--- src/rtl/chess_turn_controller.sv ---
// -----------------------------------------------------------------------------
// chess_turn_controller
//
// Game sequencer for a two-player chess clock. Decides which player's countdown
// timer runs, reacts to the start, pause and move buttons, and issues load and
// increment pulses to both player timers. A timer overflow ends the game and
// records the winner.
//
// Parameters
//   MOVE_W  width of the full-move counter
//   INC_EN  1 = pulse INC1/INC2 to the player who just moved, 0 = never pulse
//
// Ports
//   CLK        system clock, all state changes on the rising edge
//   CLR        synchronous active-high reset, overrides CE
//   CE         clock enable; inputs are sampled and state advances only when high
//   START      new-game button (level, debounced)
//   PAUSE      pause toggle button (level, debounced)
//   BTN1/BTN2  player move buttons (level, debounced)
//   OVERFLOW1/2 player timer expired (level)
//   EN1/EN2    count enables for the player timers
//   LOAD       one-cycle pulse: both timers reload their initial time
//   INC1/INC2  one-cycle pulse: add the increment to that player's timer
//   TURN       0 = player 1 to move, 1 = player 2 to move
//   END        game over, held until a new game or reset
//   WINNER     01 = player 1 won, 10 = player 2 won, 11 = both flags, 00 = none
//   MOVES      completed full moves, saturating
// -----------------------------------------------------------------------------
module chess_turn_controller #(
    parameter int MOVE_W = 8,
    parameter bit INC_EN = 1'b1
) (
    input  logic              CLK,
    input  logic              CLR,
    input  logic              CE,
    input  logic              START,
    input  logic              PAUSE,
    input  logic              BTN1,
    input  logic              BTN2,
    input  logic              OVERFLOW1,
    input  logic              OVERFLOW2,
    output logic              EN1,
    output logic              EN2,
    output logic              LOAD,
    output logic              INC1,
    output logic              INC2,
    output logic              TURN,
    output logic              END,
    output logic [1:0]        WINNER,
    output logic [MOVE_W-1:0] MOVES
);

    typedef enum logic [2:0] {
        S_IDLE   = 3'd0,
        S_LOAD   = 3'd1,
        S_RUN1   = 3'd2,
        S_RUN2   = 3'd3,
        S_PAUSED = 3'd4,
        S_OVER   = 3'd5
    } state_t;

    state_t              state_reg, state_next;
    logic                turn_reg, turn_next;
    logic [MOVE_W-1:0]   moves_reg, moves_next;
    logic [1:0]          winner_reg, winner_next;
    logic                load_reg, load_next;
    logic                inc1_reg, inc1_next;
    logic                inc2_reg, inc2_next;

    // ------------------------------------------------------------------
    // Rising-edge detectors. Bit order: 0 START, 1 PAUSE, 2 BTN1, 3 BTN2.
    // The previous-sample flops reset to 1 so a button held through reset
    // does not produce a spurious edge, and they only advance on CE cycles
    // so edges are seen between consecutive enabled samples.
    // ------------------------------------------------------------------
    logic [3:0] sample;
    logic [3:0] edge_det;

    assign sample = {BTN2, BTN1, PAUSE, START};

    generate
        for (genvar gi = 0; gi < 4; gi++) begin : g_edge
            logic prev_reg;

            always_ff @(posedge CLK) begin
                if (CLR) begin
                    prev_reg <= 1'b1;
                end else if (CE) begin
                    prev_reg <= sample[gi];
                end
            end

            assign edge_det[gi] = CE & sample[gi] & ~prev_reg;
        end
    endgenerate

    logic start_edge, pause_edge, btn1_edge, btn2_edge;
    assign start_edge = edge_det[0];
    assign pause_edge = edge_det[1];
    assign btn1_edge  = edge_det[2];
    assign btn2_edge  = edge_det[3];

    logic overflow;
    logic live;
    assign overflow = OVERFLOW1 | OVERFLOW2;
    // States in which a timer flag can end the game.
    assign live = (state_reg == S_RUN1) || (state_reg == S_RUN2) ||
                  (state_reg == S_PAUSED);

    // ------------------------------------------------------------------
    // State register (also holds the game data and the output pulses)
    // ------------------------------------------------------------------
    always_ff @(posedge CLK) begin
        if (CLR) begin
            state_reg  <= S_IDLE;
            turn_reg   <= 1'b0;
            moves_reg  <= '0;
            winner_reg <= 2'b00;
            load_reg   <= 1'b0;
            inc1_reg   <= 1'b0;
            inc2_reg   <= 1'b0;
        end else begin
            state_reg  <= state_next;
            turn_reg   <= turn_next;
            moves_reg  <= moves_next;
            winner_reg <= winner_next;
            load_reg   <= load_next;
            inc1_reg   <= inc1_next;
            inc2_reg   <= inc2_next;
        end
    end

    // ------------------------------------------------------------------
    // Next-state logic. Priority inside one enabled cycle:
    // overflow > START > PAUSE > move button.
    // Pulse requests default to 0 every cycle, so LOAD/INC last exactly one
    // clock even when CE drops right after the deciding edge.
    // ------------------------------------------------------------------
    always_comb begin
        logic start_game;

        state_next  = state_reg;
        turn_next   = turn_reg;
        moves_next  = moves_reg;
        winner_next = winner_reg;
        load_next   = 1'b0;
        inc1_next   = 1'b0;
        inc2_next   = 1'b0;
        start_game  = 1'b0;

        if (CE) begin
            if (live && overflow) begin
                state_next = S_OVER;
                // A fallen flag loses: OVERFLOW1 alone means player 2 won (10),
                // OVERFLOW2 alone means player 1 won (01).
                winner_next = {OVERFLOW1, OVERFLOW2};
            end else begin
                case (state_reg)
                    S_IDLE: begin
                        if (start_edge) start_game = 1'b1;
                    end
                    S_LOAD: begin
                        state_next = S_RUN1;
                    end
                    S_RUN1: begin
                        if (start_edge) begin
                            start_game = 1'b1;
                        end else if (pause_edge) begin
                            state_next = S_PAUSED;
                        end else if (btn1_edge) begin
                            state_next = S_RUN2;
                            turn_next  = 1'b1;
                            inc1_next  = INC_EN;
                        end
                    end
                    S_RUN2: begin
                        if (start_edge) begin
                            start_game = 1'b1;
                        end else if (pause_edge) begin
                            state_next = S_PAUSED;
                        end else if (btn2_edge) begin
                            state_next = S_RUN1;
                            turn_next  = 1'b0;
                            inc2_next  = INC_EN;
                            // Player 2 completes the full move.
                            if (moves_reg != {MOVE_W{1'b1}}) begin
                                moves_next = moves_reg + MOVE_W'(1);
                            end
                        end
                    end
                    S_PAUSED: begin
                        if (start_edge) begin
                            start_game = 1'b1;
                        end else if (pause_edge) begin
                            state_next = turn_reg ? S_RUN2 : S_RUN1;
                        end
                    end
                    S_OVER: begin
                        if (start_edge) start_game = 1'b1;
                    end
                    default: begin
                        state_next = S_IDLE;
                    end
                endcase
            end

            if (start_game) begin
                state_next  = S_LOAD;
                load_next   = 1'b1;
                turn_next   = 1'b0;
                moves_next  = '0;
                winner_next = 2'b00;
            end
        end
    end

    // ------------------------------------------------------------------
    // Output decode: enables and END come straight from the registered
    // state, so there is no combinational path from any input.
    // ------------------------------------------------------------------
    always_comb begin
        EN1 = 1'b0;
        EN2 = 1'b0;
        END = 1'b0;
        case (state_reg)
            S_RUN1:  EN1 = 1'b1;
            S_RUN2:  EN2 = 1'b1;
            S_OVER:  END = 1'b1;
            default: ;
        endcase
    end

    assign LOAD   = load_reg;
    assign INC1   = inc1_reg;
    assign INC2   = inc2_reg;
    assign TURN   = turn_reg;
    assign WINNER = winner_reg;
    assign MOVES  = moves_reg;

endmodule

--- config.mk ---
export PLATFORM = sky130hd
export DESIGN_NAME = chess_turn_controller
export DESIGN_NICKNAME = d
export VERILOG_FILES = /design/src/rtl/chess_turn_controller.sv
export SDC_FILE = /design/constraint.sdc
export NUM_CORES = 1
export LEC_CHECK = 0
export CAP_MARGIN = 20
export CELL_PAD_IN_SITES_DETAIL_PLACEMENT = 1
export CELL_PAD_IN_SITES_GLOBAL_PLACEMENT = 2
export CORE_UTILIZATION = 32
export DETAILED_ROUTE_END_ITERATION = 10
export PLACE_DENSITY = 0.94
export SETUP_SLACK_MARGIN = 0.15
export SYNTH_ARGS = -nofsm -noshare
export SYNTH_HDL_FRONTEND = slang
export SYNTH_SLANG_ARGS = --single-unit
--- constraint.sdc ---
create_clock -name CLK -period 2.7 [get_ports CLK]
set_input_delay 0.54 -clock CLK [delete_from_list [all_inputs] [get_ports CLK]]
set_output_delay 0.54 -clock CLK [all_outputs]
set_load 0.02 [all_outputs]
==> flow_metrics.py <==
metrics = {
    "synthesis": {
        "syn_area_mm2": 0.00133,
        "ys.flop_type": "dfxtp_1",
        "syn_inst": 158,
        "synth-edff-count": 0,
        "yosys_warnings": 0,
        "synth_seq_cells": 21,
        "synth_fp_nets": 169,
        "ys_seq_area_frac": 0.315,
        "synth.distinct_cells": 58,
        "postSynth.asyncResetShare": 0,
        "syn_avg_cell_area_um2": 8.44,
    },
    "detailed_routing": {
        "drtPass1Iterations": 4,
        "routedWlPerCell_um": 16.5,
        "met1Wirelength_mm": 1.73,
        "highest_layer": "met4",
        "drc": 0,
        "vias_per_cell": 5.72,
        "ant_nets": 0,
        "met3_length_um": 142,
        "vias": 1326,
        "drt-initial-drc-count": 62,
        "wl_met2_mm": 1.91,
        "routed_wl_mm": 3.83,
    },
    "grt": {
        "antenna_found_initial": 0,
        "grt_max_degree": 18,
        "track_usage": 0.188,
        "grt_pass1_vias": 1293,
        "overflow": 0,
        "grt_pass1_wl_mm": 6.40,
    },
    "clocking": {
        "cts-root-buf": "clkbuf_8",
        "worstSkewPairLatency_ps": 260,
        "path_clk_slew_ps": 80,
        "cts_hold_buf": 0,
        "cts_resized": 0,
        "h-tree-depth": 1,
        "cts_tree": "built",
        "cts_num_sinks": 21,
        "cts_buffers": 3,
        "post-cts-setup-buffer-count": 0,
        "clock_path_buffers": 2,
    },
    "place": {
        "dp.cells": 228,
        "post-dp-hpwl_mm": 2.93,
        "port-buffer-count": 25,
        "gp_congestion": 0.805,
    },
    "power_and_ir_drop": {
        "powerDensity_mw_per_mm2": 359,
        "vdd_drop_max_uv": 201,
        "p_sw_mw": 0.147,
        "sequentialPowerShare": 0.531,
        "combPwrFrac": 0.125,
        "totalPowerFinal_mw": 0.599,
        "cellLeakagePower_nw": 0.566,
        "swShare": 0.245,
        "p_clk_frac": 0.344,
        "p_int_mw": 0.452,
    },
    "timing": {
        "drv_slew": 0,
        "period_needed_ps": 2390,
        "rsz0062_at_grt": "no",
        "fmax_mhz": 418,
        "fin_skew_ps": 1.78,
        "slew_headroom": 0.653,
        "final.setup.tns_ps": 0,
        "fin_crit_sh": 0.886,
        "hold_violations": 0,
        "setup_viol": 0,
        "tightestPinTransition_ps": 516,
    },
    "floorplanning": {
        "dieArea_mm2": 0.00443,
        "fp.dieW_um": 66.6,
        "ioPinCount": 26,
        "rows": 23,
        "die_h_um": 66.6,
        "core_area_mm2": 0.00400,
        "start_util": 0.333,
    },
    "critical_path": {
        "crit_slowest_cell": "clkdlybuf4s50_1",
        "critPathMaxStageDelay_ps": 640,
        "crit_arrival_ps": 1850,
        "cp_top_family": "buffers and inverters",
        "crit_buf_inv": 1,
        "path_cells": "nand2b_1 -> nor2_1 -> clkdlybuf4s50_1",
        "setup.worst_path.start_class": "flop",
        "worst-path-max-fanout": 13,
        "required_ps": 2160,
        "cp-end-kind": "output port",
        "crit_type": "flop to output port",
    },
    "finish": {
        "drive_gt1_frac": 0.115,
        "seq_area_um2": 420,
        "diodes": 0,
        "fill_cells": 471,
        "mostFrequentLayoutCells": "clkdlybuf4s50_1, dfxtp_1, nor2_1",
        "nNetsFinal": 194,
        "fin_cells": 232,
        "final_common_cell": "clkdlybuf4s50_1",
        "syn_to_final_growth_pct": 25.2,
        "largest_register_ffs": 8,
        "multiInputGateArea_um2": 847,
    },
    "status": {
        "status": "complete, no violations",
    },
    "flow_run": {
        "cap_violations": 0,
    },
    "worst_hold_path": {
        "min-delay-path-class": "flop to flop",
    },
}
## metrics by stage
stage                     utilization  hold WS, ps  instance area, µm²  setup slack [ps]
after floorplan                     -          517                1330               978
after global placement          0.406          485                1630               337
after detailed placement        0.406          501                1630               284
after CTS                       0.418          513                1670               325
after global routing            0.418          534                1670               201
final                           0.418          501                1670               307
## path summary, 6_finish.rpt
check,startpoint,end,slack [ps],cells past startpoint
worst max-delay path,state_reg[1]$_SDFFE_PP0P_,EN1,310,3
worst min-delay path,MOVES[1]$_SDFFE_PP0P_,MOVES[1]$_SDFFE_PP0P_,500,2
worst max register to register,state_reg[2]$_SDFFE_PP0P_,MOVES[2]$_SDFFE_PP0P_,440,6
worst min register to register,MOVES[1]$_SDFFE_PP0P_,MOVES[1]$_SDFFE_PP0P_,500,2
## routing by layer
layer	up-vias	GRT usage
met5	-	0
met2	35	0.330
met3	8	0.0291
met1	640	0.236
li1	643	-
met4	0	0.0479
## power by group through the flow
stage	clock [mW]	combinational, mW	sequential (mW)
after floorplan	0	0.0457	0.324
after global placement	0	0.0711	0.325
after detailed placement	0	0.0742	0.325
after CTS	0.216	0.0749	0.318
after global routing	0.227	0.0817	0.318
final	0.206	0.0747	0.318
## worst register-to-register path, stage by stage, from the launching register on
cell and delay, ps:
dfxtp_1 600, inv_1 140, ha_1 280, o22a_1 250, nor3_1 460, or2_1 280
a31oi_1 130
## synthesized netlist by cell type (all sizes together) (2+ instances only)
cell type,instances,share of area
and2,2,0.0094
clkbuf,4,0.012
nand4,3,0.025
o21a,2,0.011
buf,4,0.021
o21ai,9,0.034
a21oi,7,0.029
dfxtp,21,0.32
nor3,6,0.026
ha,2,0.019
nor2,9,0.025
nand2,8,0.024
and3,4,0.019
a2111oi,2,0.018
o22ai,2,0.014
o211ai,2,0.015
nand2b,6,0.028
a211oi,2,0.015
inv,6,0.017
a41oi,2,0.013
nor2b,9,0.044
nor3b,3,0.021
a211o,4,0.026
a31oi,6,0.028
o31ai,5,0.028
nand3,8,0.030
or2,3,0.016
a32oi,2,0.013
## area by class of cell
cell class                 instances  area share
clock buffer                       4      0.0270
inverter                           6      0.0135
multi-input combinational        123       0.507
sequential                        21       0.252
tap                               50      0.0375
timing repair buffer              28       0.163
## logic make-up (layout without fill, tap and decap cells)
kind of cell / after synthesis / after routing / synth area share
AOI/OAI and AO/OA: 51 / 51 / 0.292
adders and majority gates: 2 / 2 / 0.0188
xor gates and xnor gates: 1 / 1 / 0.00657
DFF: 21 / 21 / 0.315
and+or+nand+nor: 69 / 69 / 0.318
buffers and inverters: 14 / 38 / 0.0497
Power figures use the tool's default switching activity.
